## src/rtl/riscv_instr_encoder.sv

```systemverilog
// riscv_instr_encoder
//
// Streaming RV32I instruction encoder and program-memory writer. Each accepted
// field-level request (format, opcode, funct3/funct7, registers, immediate) is
// packed into one 32-bit RV32I word. The word is held in a single output
// register and written to consecutive word addresses of an instruction memory
// through a back-pressured write port.
//
// Optional feature macro: ENCODER_RANGE_CHECK_EN
//   defined     : immediates are range/alignment checked per format; violators
//                 are dropped with an err pulse.
//   not defined : immediates are truncated to their field bits; only an
//                 illegal format (6/7) is dropped with err.
//
// Ports
//   clk, rst_n            clock, synchronous active-low reset
//   req_valid/req_ready   request handshake
//   req_fmt               0=R 1=I 2=S 3=B 4=U 5=J (6/7 illegal)
//   req_opcode/funct3/funct7, req_rd/rs1/rs2, req_imm   instruction fields
//   flush                 drop pending word, restart at address 0
//   mem_we/mem_ready      memory write handshake
//   mem_addr/mem_wdata    word address and encoded instruction
//   full                  last address written; no acceptance until flush
//   err                   one-cycle pulse after a dropped request
//   err_count             saturating count of dropped requests
module riscv_instr_encoder #(
  parameter int ADDR_WIDTH = 10
) (
  input  logic                  clk,
  input  logic                  rst_n,
  input  logic                  req_valid,
  output logic                  req_ready,
  input  logic [2:0]            req_fmt,
  input  logic [6:0]            req_opcode,
  input  logic [2:0]            req_funct3,
  input  logic [6:0]            req_funct7,
  input  logic [4:0]            req_rd,
  input  logic [4:0]            req_rs1,
  input  logic [4:0]            req_rs2,
  input  logic signed [31:0]    req_imm,
  input  logic                  flush,
  output logic                  mem_we,
  input  logic                  mem_ready,
  output logic [ADDR_WIDTH-1:0] mem_addr,
  output logic [31:0]           mem_wdata,
  output logic                  full,
  output logic                  err,
  output logic [7:0]            err_count
);

  logic                  mem_we_q,    mem_we_d;
  logic [ADDR_WIDTH-1:0] mem_addr_q,  mem_addr_d;
  logic [31:0]           mem_wdata_q, mem_wdata_d;
  logic                  full_q,      full_d;
  logic                  err_q,       err_d;
  logic [7:0]            err_cnt_q,   err_cnt_d;

  logic accept;
  logic wr_done;
  logic fmt_ok;
  logic imm_ok;
  logic legal;

  function automatic logic [31:0] encode(
    input logic [2:0]         fmt,
    input logic [6:0]         op,
    input logic [2:0]         f3,
    input logic [6:0]         f7,
    input logic [4:0]         rd,
    input logic [4:0]         rs1,
    input logic [4:0]         rs2,
    input logic signed [31:0] imm
  );
    logic [31:0] w;
    case (fmt)
      3'd0:    w = {f7, rs2, rs1, f3, rd, op};
      3'd1:    w = {imm[11:0], rs1, f3, rd, op};
      3'd2:    w = {imm[11:5], rs2, rs1, f3, imm[4:0], op};
      3'd3:    w = {imm[12], imm[10:5], rs2, rs1, f3, imm[4:1], imm[11], op};
      3'd4:    w = {imm[31:12], rd, op};
      3'd5:    w = {imm[20], imm[10:1], imm[11], imm[19:12], rd, op};
      default: w = 32'd0;
    endcase
    return w;
  endfunction

  function automatic logic [7:0] sat_inc(input logic [7:0] c);
    return (c == 8'hFF) ? c : c + 8'd1;
  endfunction

  assign fmt_ok = (req_fmt <= 3'd5);

`ifdef ENCODER_RANGE_CHECK_EN
  always_comb begin
    imm_ok = 1'b1;
    case (req_fmt)
      3'd1, 3'd2: imm_ok = (req_imm >= -32'sd2048) && (req_imm <= 32'sd2047);
      3'd3:       imm_ok = (req_imm >= -32'sd4096) && (req_imm <= 32'sd4094) && !req_imm[0];
      3'd4:       imm_ok = (req_imm[11:0] == 12'd0);
      3'd5:       imm_ok = (req_imm >= -32'sd1048576) && (req_imm <= 32'sd1048574) && !req_imm[0];
      default:    imm_ok = 1'b1;
    endcase
  end
`else
  assign imm_ok = 1'b1;
`endif

  assign legal = fmt_ok && imm_ok;

  // A new word may be loaded on the same edge the held word drains.
  assign req_ready = rst_n && !flush && !full_q && (!mem_we_q || mem_ready);
  assign accept    = req_valid && req_ready;
  assign wr_done   = mem_we_q && mem_ready;

  // Next-state: flush overrides everything except the error counter.
  always_comb begin
    mem_we_d    = mem_we_q;
    mem_addr_d  = mem_addr_q;
    mem_wdata_d = mem_wdata_q;
    full_d      = full_q;
    err_d       = 1'b0;
    err_cnt_d   = err_cnt_q;
    if (flush) begin
      mem_we_d   = 1'b0;
      mem_addr_d = '0;
      full_d     = 1'b0;
    end else begin
      if (accept && !legal) begin
        err_d     = 1'b1;
        err_cnt_d = sat_inc(err_cnt_q);
      end
      if (wr_done) begin
        mem_we_d   = 1'b0;
        // Counter wraps naturally; writing the top address marks the memory full.
        mem_addr_d = mem_addr_q + ADDR_WIDTH'(1);
        if (mem_addr_q == '1) full_d = 1'b1;
      end
      if (accept && legal) begin
        mem_we_d    = 1'b1;
        mem_wdata_d = encode(req_fmt, req_opcode, req_funct3, req_funct7,
                             req_rd, req_rs1, req_rs2, req_imm);
      end
    end
  end

  // Output register stage
  always_ff @(posedge clk) begin
    if (!rst_n) begin
      mem_we_q    <= 1'b0;
      mem_addr_q  <= '0;
      mem_wdata_q <= 32'd0;
      full_q      <= 1'b0;
      err_q       <= 1'b0;
      err_cnt_q   <= 8'd0;
    end else begin
      mem_we_q    <= mem_we_d;
      mem_addr_q  <= mem_addr_d;
      mem_wdata_q <= mem_wdata_d;
      full_q      <= full_d;
      err_q       <= err_d;
      err_cnt_q   <= err_cnt_d;
    end
  end

  assign mem_we    = mem_we_q;
  assign mem_addr  = mem_addr_q;
  assign mem_wdata = mem_wdata_q;
  assign full      = full_q;
  assign err       = err_q;
  assign err_count = err_cnt_q;

endmodule

```

## config.mk

```make
export PLATFORM = sky130hd
export DESIGN_NAME = riscv_instr_encoder
export DESIGN_NICKNAME = d
export VERILOG_FILES = /design/src/rtl/riscv_instr_encoder.sv
export SDC_FILE = /design/constraint.sdc
export NUM_CORES = 1
export LEC_CHECK = 0
export ABC_AREA = 0
export CAP_MARGIN = 5
export CORE_UTILIZATION = 40
export DETAILED_ROUTE_END_ITERATION = 10
export PLACE_DENSITY = 0.8
export SYNTH_ARGS = -nofsm -noshare
export SYNTH_HDL_FRONTEND = slang
export SYNTH_SLANG_ARGS = --single-unit
```

## constraint.sdc

```tcl
create_clock -name clk -period 2.2 [get_ports clk]
set_input_delay 0.44 -clock clk [delete_from_list [all_inputs] [get_ports clk]]
set_output_delay 0.44 -clock clk [all_outputs]
set_load 0.02 [all_outputs]
```

======== After elaboration in Yosys (flattened, before gate mapping) ========
Cells that the tools add are included.
storage, ports and cells
  register bits ........................... 53
  output and inout bits ................... 54
  logic and storage cells ................. 41
cells by class
  add/subtract/negate cells ............... 2
  $lt $le $gt $ge ......................... 1
  eq/ne operators ......................... 7
  mux-type cells .......................... 4
  bitwise logic cells ..................... 3
  reductions and logical operators ........ 18
operators by type and width
  cell                     count
  $pmux W32 S6             1
  $add A10 B1 Y10 const B  1
  $eq A10 B10 Y1 const B   1
  $add A8 B1 Y8 const B    1
  $eq A8 B8 Y1 const B     1
  $logic_and A1 B1 Y1      7
  $eq A3 B2 Y1 const B     2
  $eq A3 B3 Y1 const B     2
  $logic_not A1 Y1         4
  $reduce_and A2 Y1        2
  $eq A3 B1 Y1 const B     1
  $le A3 B3 Y1 const B     1
  $logic_not A3 Y1         1
  $mux W1                  3
  $not A1 Y1               3
  $reduce_and A3 Y1        1
  $reduce_bool A2 Y1       1
  $reduce_or A2 Y1         1
  $logic_or A1 B1 Y1       1

======== Depth between registers and ports, before layout ========
Gate-level depths: netlist of run 1.
  word-level depth ........................ 7
  mapped depth ............................ 8

======== Worst setup path before layout of run 1 ========
OpenSTA, ideal clock, no wires.
  path type ............................... input-to-reg
  from .................................... input req_fmt[2]
  to ...................................... register err_cnt_q[7] (netlist: err_count[7])
  library setup time ...................... 132 ps
  arrival ................................. 1868 ps
  setup slack ............................. 200 ps
  stages .................................. 7
  cell sequence ........................... clkbuf_1 > nand2_1 > or4_1 > clkbuf_1 > buf_2 > o41ai_1 > a21oi_1
on the way
  longest elaborated chain between the ends .. 4
RTL lines
  item                         RTL line  RTL
  start, declared              33        input logic [2:0] req_fmt,
  $le A3 B3 Y1                 91        assign fmt_ok = (req_fmt <= 3'd5);
  $logic_not A1 Y1             128       if (accept && !legal) begin
  $logic_and A1 B1 Y1          128
  $reduce_and A3 Y1 (no line)  -
  end signal, assigned         161       err_cnt_q <= err_cnt_d;
  end, declared                56        logic [7:0] err_cnt_q, err_cnt_d;
Every way passes these cells.
A chain may end at the register's enable or synchronous reset.

======== Worst setup path in the final report of run 1 ========
  from .................................... input rst_n
  to ...................................... output req_ready
on the way
  longest elaborated chain between the ends .. 3
RTL lines
  item                              RTL line  RTL
  start, declared                   30        input logic rst_n,
  $logic_and A1 B1 Y1 (3 in a row)  111       assign req_ready = rst_n && !flush && !full_q && (!mem_we_q || mem_ready);
  end, declared                     32        output logic req_ready,
Every way passes these cells.

==> results of run 1 <==
## stage by stage
stage                      util  std cells  TNS, ns  hold WS, ns
after floorplan               -        298        0        0.535
after CTS                 0.675        506        0        0.461
after detailed placement  0.658        498    -3.57        0.448
after global placement    0.658        498    -3.52        0.443
final                     0.675        506        0        0.456
after global routing      0.675        506        0        0.486
## worst max path at each step
stage	from	to	slack (ns)	cells after the start
CTS	rst_n	err_count[2]$_SDFFE_PN0P_	0.01	6
global route	flush	req_ready	0.0009	5
floorplan	req_fmt[2]	err_count[7]$_SDFFE_PN0P_	0.20	7
global placement	rst_n	err_count[2]$_SDFFE_PN0P_	-0.25	6
detailed placement	rst_n	err_count[2]$_SDFFE_PN0P_	-0.30	6
finish	rst_n	req_ready	0.07	5
## power by group through the flow
| stage | Clock, mW | Sequential, mW | Combinational [mW] |
|---|---|---|---|
| 2_1_floorplan | 0 | 1.05 | 0.119 |
| 3_5_place_dp | 0 | 1.02 | 0.395 |
| 5_1_grt | 0.647 | 1.00 | 0.425 |
| 6_report | 0.588 | 0.998 | 0.397 |
| 3_3_place_gp | 0 | 1.02 | 0.389 |
| 4_1_cts | 0.607 | 0.998 | 0.396 |
## timing repair
item / CTS / global route
pin swaps: 0 / 0
hold endpoints to repair: 0 / 0
resized for setup: 1 / 3
setup endpoints to repair: 1 / 6
## layout by cell type, fill, tap and decap left out, types with 7 or more instances in the layout
cell,netlist,final
a21oi_1,22,22
nand2_1,29,29
nor3_1,16,16
a221oi_1,17,17
o21ai_0,21,21
buf_4,0,21
dfxtp_1,53,53
clkdlybuf4s50_1,0,124
nor2_1,31,31
clkbuf_8,0,7
mux2i_1,10,10
## cells by family (layout without fill, tap and decap cells)
kind of cell / after synthesis / after routing / share of synthesized area
adders and majority gates: 2 / 2 / 0.0101
DFF: 53 / 53 / 0.428
xor gates and xnor gates: 8 / 8 / 0.0283
muxes: 13 / 13 / 0.0540
buffers and inverters: 29 / 162 / 0.0444
and+or+nand+nor: 108 / 108 / 0.207
AOI/OAI and AO/OA: 85 / 85 / 0.228
## flip-flops by register name (all words and copies together) (netlist names)
signal     flops
mem_addr      10
mem_we         1
err_count      8
err            1
mem_wdata     32
full           1
## area by class of cell
class,count,area [sq um]
Clock buffer,7,96.3
Clock inverter,1,5.00
Fill cell,531,1930
Inverter,7,26.3
Multi-Input combinational cell,216,1310
Sequential cell,53,1060
Tap cell,75,93.8
Timing Repair Buffer,147,1430
## routing by layer
layer  routed length [microns]  vias to the layer above  track usage
met5                         0                        -            0
li1                          -                     1361            -
met3                       418                       16       0.0580
met1                      3300                     1303        0.296
met4                       188                        0       0.0857
met2                      3710                       95        0.414
## worst register-to-register path, delay by kind of cell (launching register included)
family          cells  cell delay [ns]
compound gates      1             0.15
simple gates        3             1.24
flops               1             0.32
==> reports/metrics.yaml, run 1 <==
run_status:
  status: "complete, no violations"
pwr:
  total_power_mw: 1.98
  p_int_mw: 1.50
  power_density_nw_per_um2: 493
  power_frac_comb: 0.200
  p_leak_nw: 1.42
  seqPwrFrac: 0.503
  p_clk_frac: 0.297
  swShare: 0.246
  ir_drop_v: 0.000289
  netSwitchingPower_mw: 0.488
yosys:
  async_reset_ff_frac: 0
  yosysWarnings: 0
  synth_seq_area_share: 0.428
  synth.area.top_cells: "dfxtp_1 43%, a221oi_1 6.0%, nor2_1 4.7%"
  syn_area_per_cell_sq_um: 8.32
  synth-seq-cells: 53
  syn_area_sq_um: 2480
  synth-edff-count: 0
  netlist_instances: 298
  synthTopCellsByCount: "53 x dfxtp_1, 31 x nor2_1, 29 x nand2_1"
  synth.most_common_cell: "dfxtp_1"
  synth_ff_type: "dfxtp_1"
  synth_cell_types: 43
  synth_nets: 372
  synth_top_area_cell: "dfxtp_1"
  yosys.area.top_type_share: 0.428
placed_design:
  dp_slack_ns: -0.298
  hpwlAfterDp_microns: 5840
  io_buffers: 125
  place_area_sq_um: 3920
  place_congestion: 0.839
global_route:
  grt_max_degree: 41
  antenna_found_initial: 0
  grt_use_total: 0.243
  grt_overflow: 0
  grt_pass1_wl_microns: 12300
  grt_pass1_vias: 2698
worst_setup_path:
  critPathBufInv: 3
  reg2regPathDepth: 4
  path_max_fanout: 3
  worstReg2RegStart: "mem_we$_SDFFE_PP0P_"
  slowest_stage: "clkdlybuf4s50_1"
  start_kind: "primary input"
  worstPathArrival_ns: 1.69
  cp_cell_sequence: "clkdlybuf4s50_1 > nand2b_2 > buf_4 > nor3_1 > clkdlybuf4s15_1"
  critPathTopFamily: "buffers and inverters"
  worst-setup-path-type: "in -> out"
  max_stage_delay_ns: 0.53
  worstPathRequired_ns: 1.76
  reg2reg_slack_ns: 0.43
  cp-end-kind: "primary output"
  r2r-end: "err_count[7]$_SDFFE_PN0P_"
floorplanning:
  core-area_sq_um: 5960
  die_w_microns: 80.7
  rows: 28
  start_util: 0.416
  pin_count: 126
  dieArea_sq_um: 6520
  dieHeight_microns: 80.7
drt:
  drc: 0
  antenna_left: 0
  dr_total_vias: 2775
  via_per_inst: 5.48
  routedWlPerCell_microns: 15.1
  drtIter0Drc: 105
  routed_wl_microns: 7620
  drt-pass1-iter-count: 4
sta:
  min_period_over_period: 0.967
  setup_slack_ns: 0.0727
  finalHoldViolations: 0
  period_needed_ns: 2.13
  clock-skew-final_ns: 0.00313
  fmax_mhz: 470
  worst_pin_slew_ns: 0.582
  finalSetupViolCount: 0
  max_slew_margin: 0.610
  final_max_slew_viol_count: 0
  grt_setup_unrepaired: "no"
cells_and_area:
  drive_gt1_frac: 0.0812
  nets: 504
  antennaDiodeCount: 0
  final_area_sq_um: 4020
  syn2layout_area_growth_pct: 62.3
cts:
  cts_tree: "yes"
  clk_latency_ns: 0.30
  htreeDepth: 2
  hold_buffers: 0
  path_clk_slew_ns: 0.09
  clk_path_buf_depth: 2
  postCtsSetupBuffers: 0
  clock-root-buffer: "clkbuf_8"
  cts_made_buffers: 5
  cts.sinks: 53
min_path:
  holdPathStages: 2
  holdPathEnd: "mem_wdata[1]$_SDFFE_PN0P_"
  hold_class: "reg -> reg"
  hp-start: "mem_wdata[1]$_SDFFE_PN0P_"
job:
  cap_violations: 0
No activity file was read; power rests on OpenSTA's default activity.
==> inputs of run 2 (changes only) <==
CORE_ASPECT_RATIO = 0.75   (was not set)
CORE_UTILIZATION = 50   (was 40)
CTS_BUF_LIST = sky130_fd_sc_hd__clkbuf_2   (was not set)
DONT_BUFFER_PORTS = 1   (was not set)
PLACE_DENSITY = not set   (was 0.8)
==> run 2 against run 1 <==
Compared with the run above: critical path depth stayed put; global-route usage grew 1.5 points; power down 16%; routed wire length decreased by 14%; sequential cell count is the same; critical path type is now reg -> reg; largest cell class is now multi-input combinational cells; largest power group unchanged.
==> reports/metrics.yaml, run 2 (same netlist as run 1, synthesis figures left out) <==
run_status:
  status: "complete, no violations"
global_route:
  grt_use_total: 0.258
  antenna_found_initial: 0
  grt_pass1_vias: 2112
  grt_overflow: 0
  grt_max_degree: 34
  grt_pass1_wl_microns: 10800
pwr:
  netSwitchingPower_mw: 0.421
  swShare: 0.253
  p_int_mw: 1.25
  power_density_nw_per_um2: 631
  ir_drop_v: 0.000387
  seqPwrFrac: 0.623
  p_clk_frac: 0.293
  p_leak_nw: 0.901
  power_frac_comb: 0.084
sta:
  final_max_slew_viol_count: 0
  max_slew_margin: 0.583
  fmax_mhz: 517
  worst_pin_slew_ns: 0.623
  finalHoldViolations: 0
  finalSetupViolCount: 0
  grt_setup_unrepaired: "no"
  clock-skew-final_ns: 0.0365
  min_period_over_period: 0.880
  setup_tns_ns: 0
  period_needed_ns: 1.94
worst_setup_path:
  worst-setup-path-type: "reg -> reg"
  worstReg2RegStart: "mem_we$_SDFFE_PP0P_"
  max_stage_delay_ns: 0.67
  worstPathArrival_ns: 2.30
  cp_cell_sequence: "nor2b_1 > or4_1 > buf_4 > o41ai_1 > a21oi_1"
  cp-end-kind: "register"
  slowest_stage: "or4_1"
  start_kind: "register"
  path_max_fanout: 9
  worstPathRequired_ns: 2.57
  startpoint: "mem_we$_SDFFE_PP0P_"
  critPathBufInv: 1
  critPathTopFamily: "simple AND/OR/NAND/NOR gates"
drt:
  routed_wl_microns: 6550
  via_per_inst: 6.23
  drt-pass1-iter-count: 4
  drtIter0Drc: 107
  routedWlPerCell_microns: 18.5
  antenna_left: 0
  drc: 0
  dr_total_vias: 2204
cts:
  clk_latency_ns: 0.44
  cts_tree: "yes"
  path_clk_slew_ns: 0.27
  hold_buffers: 0
  htreeDepth: 2
  clock-root-buffer: "clkbuf_2"
  postCtsSetupBuffers: 0
  cts_made_buffers: 5
  cts.sinks: 53
  clk_path_buf_depth: 2
  ctsResizeCount: 0
placed_design:
  hpwlAfterDp_microns: 4690
  place_area_sq_um: 2580
  io_buffers: 0
  place_congestion: 0.792
cells_and_area:
  final_common_cell: "dfxtp_1"
  final_area_sq_um: 2640
  fill_cells: 445
  drive_gt1_frac: 0.0808
  final_cell_mix: "53 x dfxtp_1, 31 x nor2_1, 29 x nand2_1"
  nets: 370
  seqCellArea_sq_um: 1060
  finalCoreUtilization: 0.574
  antennaDiodeCount: 0
  largest_register_ffs: 32
  syn2layout_area_growth_pct: 6.51
  multi_input_area_sq_um: 1310
job:
  cap_violations: 0
floorplanning:
  dieHeight_microns: 63.0
  dieArea_sq_um: 5250
  pin_count: 126
  core-area_sq_um: 4600
  start_util: 0.539
  rows: 21
  die_w_microns: 83.3
min_path:
  hold_class: "in -> reg"
  hp-start: "rst_n"
[run 2: final timing paths]
path / to / slack, ns / cells past startpoint
setup reg to reg: err_count[7]$_SDFFE_PN0P_ / 0.26 / 5
setup / recovery: err_count[7]$_SDFFE_PN0P_ / 0.26 / 5
hold / removal: mem_wdata[21]$_SDFFE_PN0P_ / 0.09 / 2
hold reg to reg: mem_wdata[1]$_SDFFE_PN0P_ / 0.57 / 2
[run 2: metrics by stage]
stage	std cells	power (mW)	setup WS, ns	hold WS [ns]
6_report	354	1.67	0.265	0.0908
3_3_place_gp	346	1.20	0.158	0.543
4_1_cts	354	1.68	0.280	0.0644
5_1_grt	354	1.75	0.129	0.0387
2_1_floorplan	298	1.17	0.200	0.535
3_5_place_dp	346	1.20	0.128	0.551
[run 2: per-layer routing]
metal  GRT usage  routed length [microns]  vias up
met5           0                        0        -
met4      0.0539                       39        0
met3      0.0991                      742        4
met2       0.410                     3030      108
met1       0.334                     2740     1001
li1            -                        -     1091
[run 2: cell type report]
type,instances,share of cell area
multi-input combinational,216,0.495
clock buffer,6,0.0114
inverter,7,0.00995
tap,57,0.0270
clock inverter,2,0.0128
timing repair buffer,13,0.0417
sequential,53,0.402
[run 2: power groups by stage]
stage | Sequential (mW) | Combinational, mW | Clock, mW
floorplan | 1.05 | 0.119 | 0
global placement | 1.06 | 0.139 | 0
detailed placement | 1.06 | 0.141 | 0
CTS | 1.04 | 0.141 | 0.504
global route | 1.04 | 0.162 | 0.543
finish | 1.04 | 0.140 | 0.488
==> inputs of run 3 (changes only) <==
CORE_ASPECT_RATIO = not set   (was 0.75)
==> run 3 against run 2 <==
Compared with the run above: power fell by 7.7%; combinational power barely moved; via count fell by 0.41%; routed wire length fell by 7.1%; hold slack improved by 0.036 ns; clock power fell by 26%; non-clock buffer count fell by 2; setup slack improved by 0.021 ns; first-iteration DRC count rose by 26%; count of clock-buffer cells in the layout did not move; highest routed layer unchanged.
==> reports/metrics.yaml, run 3 (same netlist as run 1, synthesis figures left out) <==
cells_and_area:
  multi_input_area_sq_um: 1310
  final_cell_mix: "53 x dfxtp_1, 31 x nor2_1, 29 x nand2_1"
  largest_register_ffs: 32
  fill_cells: 482
  seqCellArea_sq_um: 1060
  drive_gt1_frac: 0.0714
  syn2layout_area_growth_pct: 5.20
  antennaDiodeCount: 0
  final_common_cell: "dfxtp_1"
  nets: 368
  final_area_sq_um: 2610
drt:
  antenna_left: 0
  drtIter0Drc: 135
  drt-pass1-iter-count: 4
  routedWlPerCell_microns: 16.9
  drc: 0
  dr_total_vias: 2195
  via_per_inst: 6.08
  routed_wl_microns: 6090
cts:
  postCtsSetupBuffers: 0
  path_clk_slew_ns: 0.25
  hold_buffers: 0
  cts_tree: "yes"
  clk_path_buf_depth: 2
  cts_made_buffers: 5
  clock-root-buffer: "clkbuf_2"
  cts.sinks: 53
  clk_latency_ns: 0.41
  ctsResizeCount: 0
  htreeDepth: 2
sta:
  fmax_mhz: 522
  setup_tns_ns: 0
  grt_setup_unrepaired: "no"
  min_period_over_period: 0.870
  worst_pin_slew_ns: 0.600
  clock-skew-final_ns: 0.0163
  finalHoldViolations: 0
  max_slew_margin: 0.599
  finalSetupViolCount: 0
  holdWs_ns: 0.127
  period_needed_ns: 1.91
  final_max_slew_viol_count: 0
pwr:
  seqPwrFrac: 0.675
  p_leak_nw: 0.877
  swShare: 0.268
  power_frac_comb: 0.089
  total_power_mw: 1.54
  p_clk_frac: 0.236
  ir_drop_v: 0.000347
  power_density_nw_per_um2: 590
  netSwitchingPower_mw: 0.412
  p_int_mw: 1.13
global_route:
  antenna_found_initial: 0
  grt_use_total: 0.232
  grt_overflow: 0
  grt_max_degree: 41
  grt_pass1_wl_microns: 9550
  grt_pass1_vias: 2004
worst_setup_path:
  start_kind: "register"
  reg2reg_slack_ns: 0.29
  crit_end: "err_count[4]$_SDFFE_PN0P_"
  worstPathRequired_ns: 2.58
  critPathBufInv: 0
  max_stage_delay_ns: 0.68
  worst-setup-path-type: "reg -> reg"
  worstPathArrival_ns: 2.29
  r2r-end: "err_count[4]$_SDFFE_PN0P_"
  critPathTopFamily: "simple AND/OR/NAND/NOR gates"
  reg2regPathDepth: 4
  cp_common_cell: "or4_1"
  startpoint: "mem_we$_SDFFE_PP0P_"
  slowest_stage: "or4_1"
  cp.depth: 4
  worstReg2RegStart: "mem_we$_SDFFE_PP0P_"
  cp_cell_sequence: "nor2b_1 > or4_1 > or4_1 > a21oi_1"
  cp-end-kind: "register"
  path_max_fanout: 9
floorplanning:
  rows: 25
  die_w_microns: 72.4
  dieArea_sq_um: 5240
  pin_count: 126
  start_util: 0.521
  core-area_sq_um: 4750
  dieHeight_microns: 72.4
min_path:
  hp-start: "rst_n"
  hold_class: "in -> reg"
run_status:
  status: "complete, no violations"
job:
  cap_violations: 0
placed_design:
  io_buffers: 0
  place_congestion: 0.828
  hpwlAfterDp_microns: 4350
  place_area_sq_um: 2570
-- run 3: changes by cell type in the layout (fill, tap and decap cells not counted), sizes merged --
cell and delta:
bufinv -1, buf -2
-- run 3: power by group through the flow --
stage | sequential (mW) | clock [mW] | combinational, mW
after floorplan | 1.05 | 0 | 0.119
after global placement | 1.06 | 0 | 0.136
after detailed placement | 1.06 | 0 | 0.138
after CTS | 1.04 | 0.381 | 0.138
after global routing | 1.04 | 0.412 | 0.156
final | 1.04 | 0.362 | 0.137
-- run 3: cell type report --
cell class	count	share of cell area
Clock inverter	1	0.00144
Multi-Input combinational cell	216	0.501
Tap cell	67	0.0321
Sequential cell	53	0.407
Inverter	7	0.0101
Clock buffer	6	0.0115
Timing Repair Buffer	11	0.0365
-- run 3: layer usage --
| metal | wire length [microns] | track usage | vias up | share of wire |
|---|---|---|---|---|
| met3 | 629 | 0.0806 | 8 | 0.10 |
| met1 | 2640 | 0.294 | 1016 | 0.43 |
| met4 | 51 | 0.0654 | 0 | 0.0084 |
| met2 | 2770 | 0.376 | 90 | 0.46 |
| met5 | 0 | 0 | - | 0 |
| li1 | - | - | 1081 | - |
-- run 3: worst min path at each step --
stage | to | slack, ns | depth (start not counted)
global placement | mem_wdata[3]$_SDFFE_PN0P_ | 0.55 | 2
finish | err_count[5]$_SDFFE_PN0P_ | 0.13 | 2
global route | mem_wdata[5]$_SDFFE_PN0P_ | 0.08 | 2
CTS | mem_wdata[5]$_SDFFE_PN0P_ | 0.08 | 2
detailed placement | mem_wdata[3]$_SDFFE_PN0P_ | 0.55 | 2
floorplan | mem_wdata[0]$_SDFFE_PN0P_ | 0.53 | 2
-- run 3: worst register-to-register path, cell delays in order (launching register included) --
cell     delay, ns
dfxtp_1       0.37
nor2b_1       0.13
or4_1         0.68
or4_1         0.56
a21oi_1       0.15
-- run 3: through the flow --
stage | setup slack (ns) | utilization | instances
floorplan | 0.200 | - | 298
global route | 0.172 | 0.548 | 361
detailed placement | 0.151 | 0.541 | 354
finish | 0.285 | 0.548 | 361
global placement | 0.179 | 0.541 | 354
CTS | 0.260 | 0.548 | 361
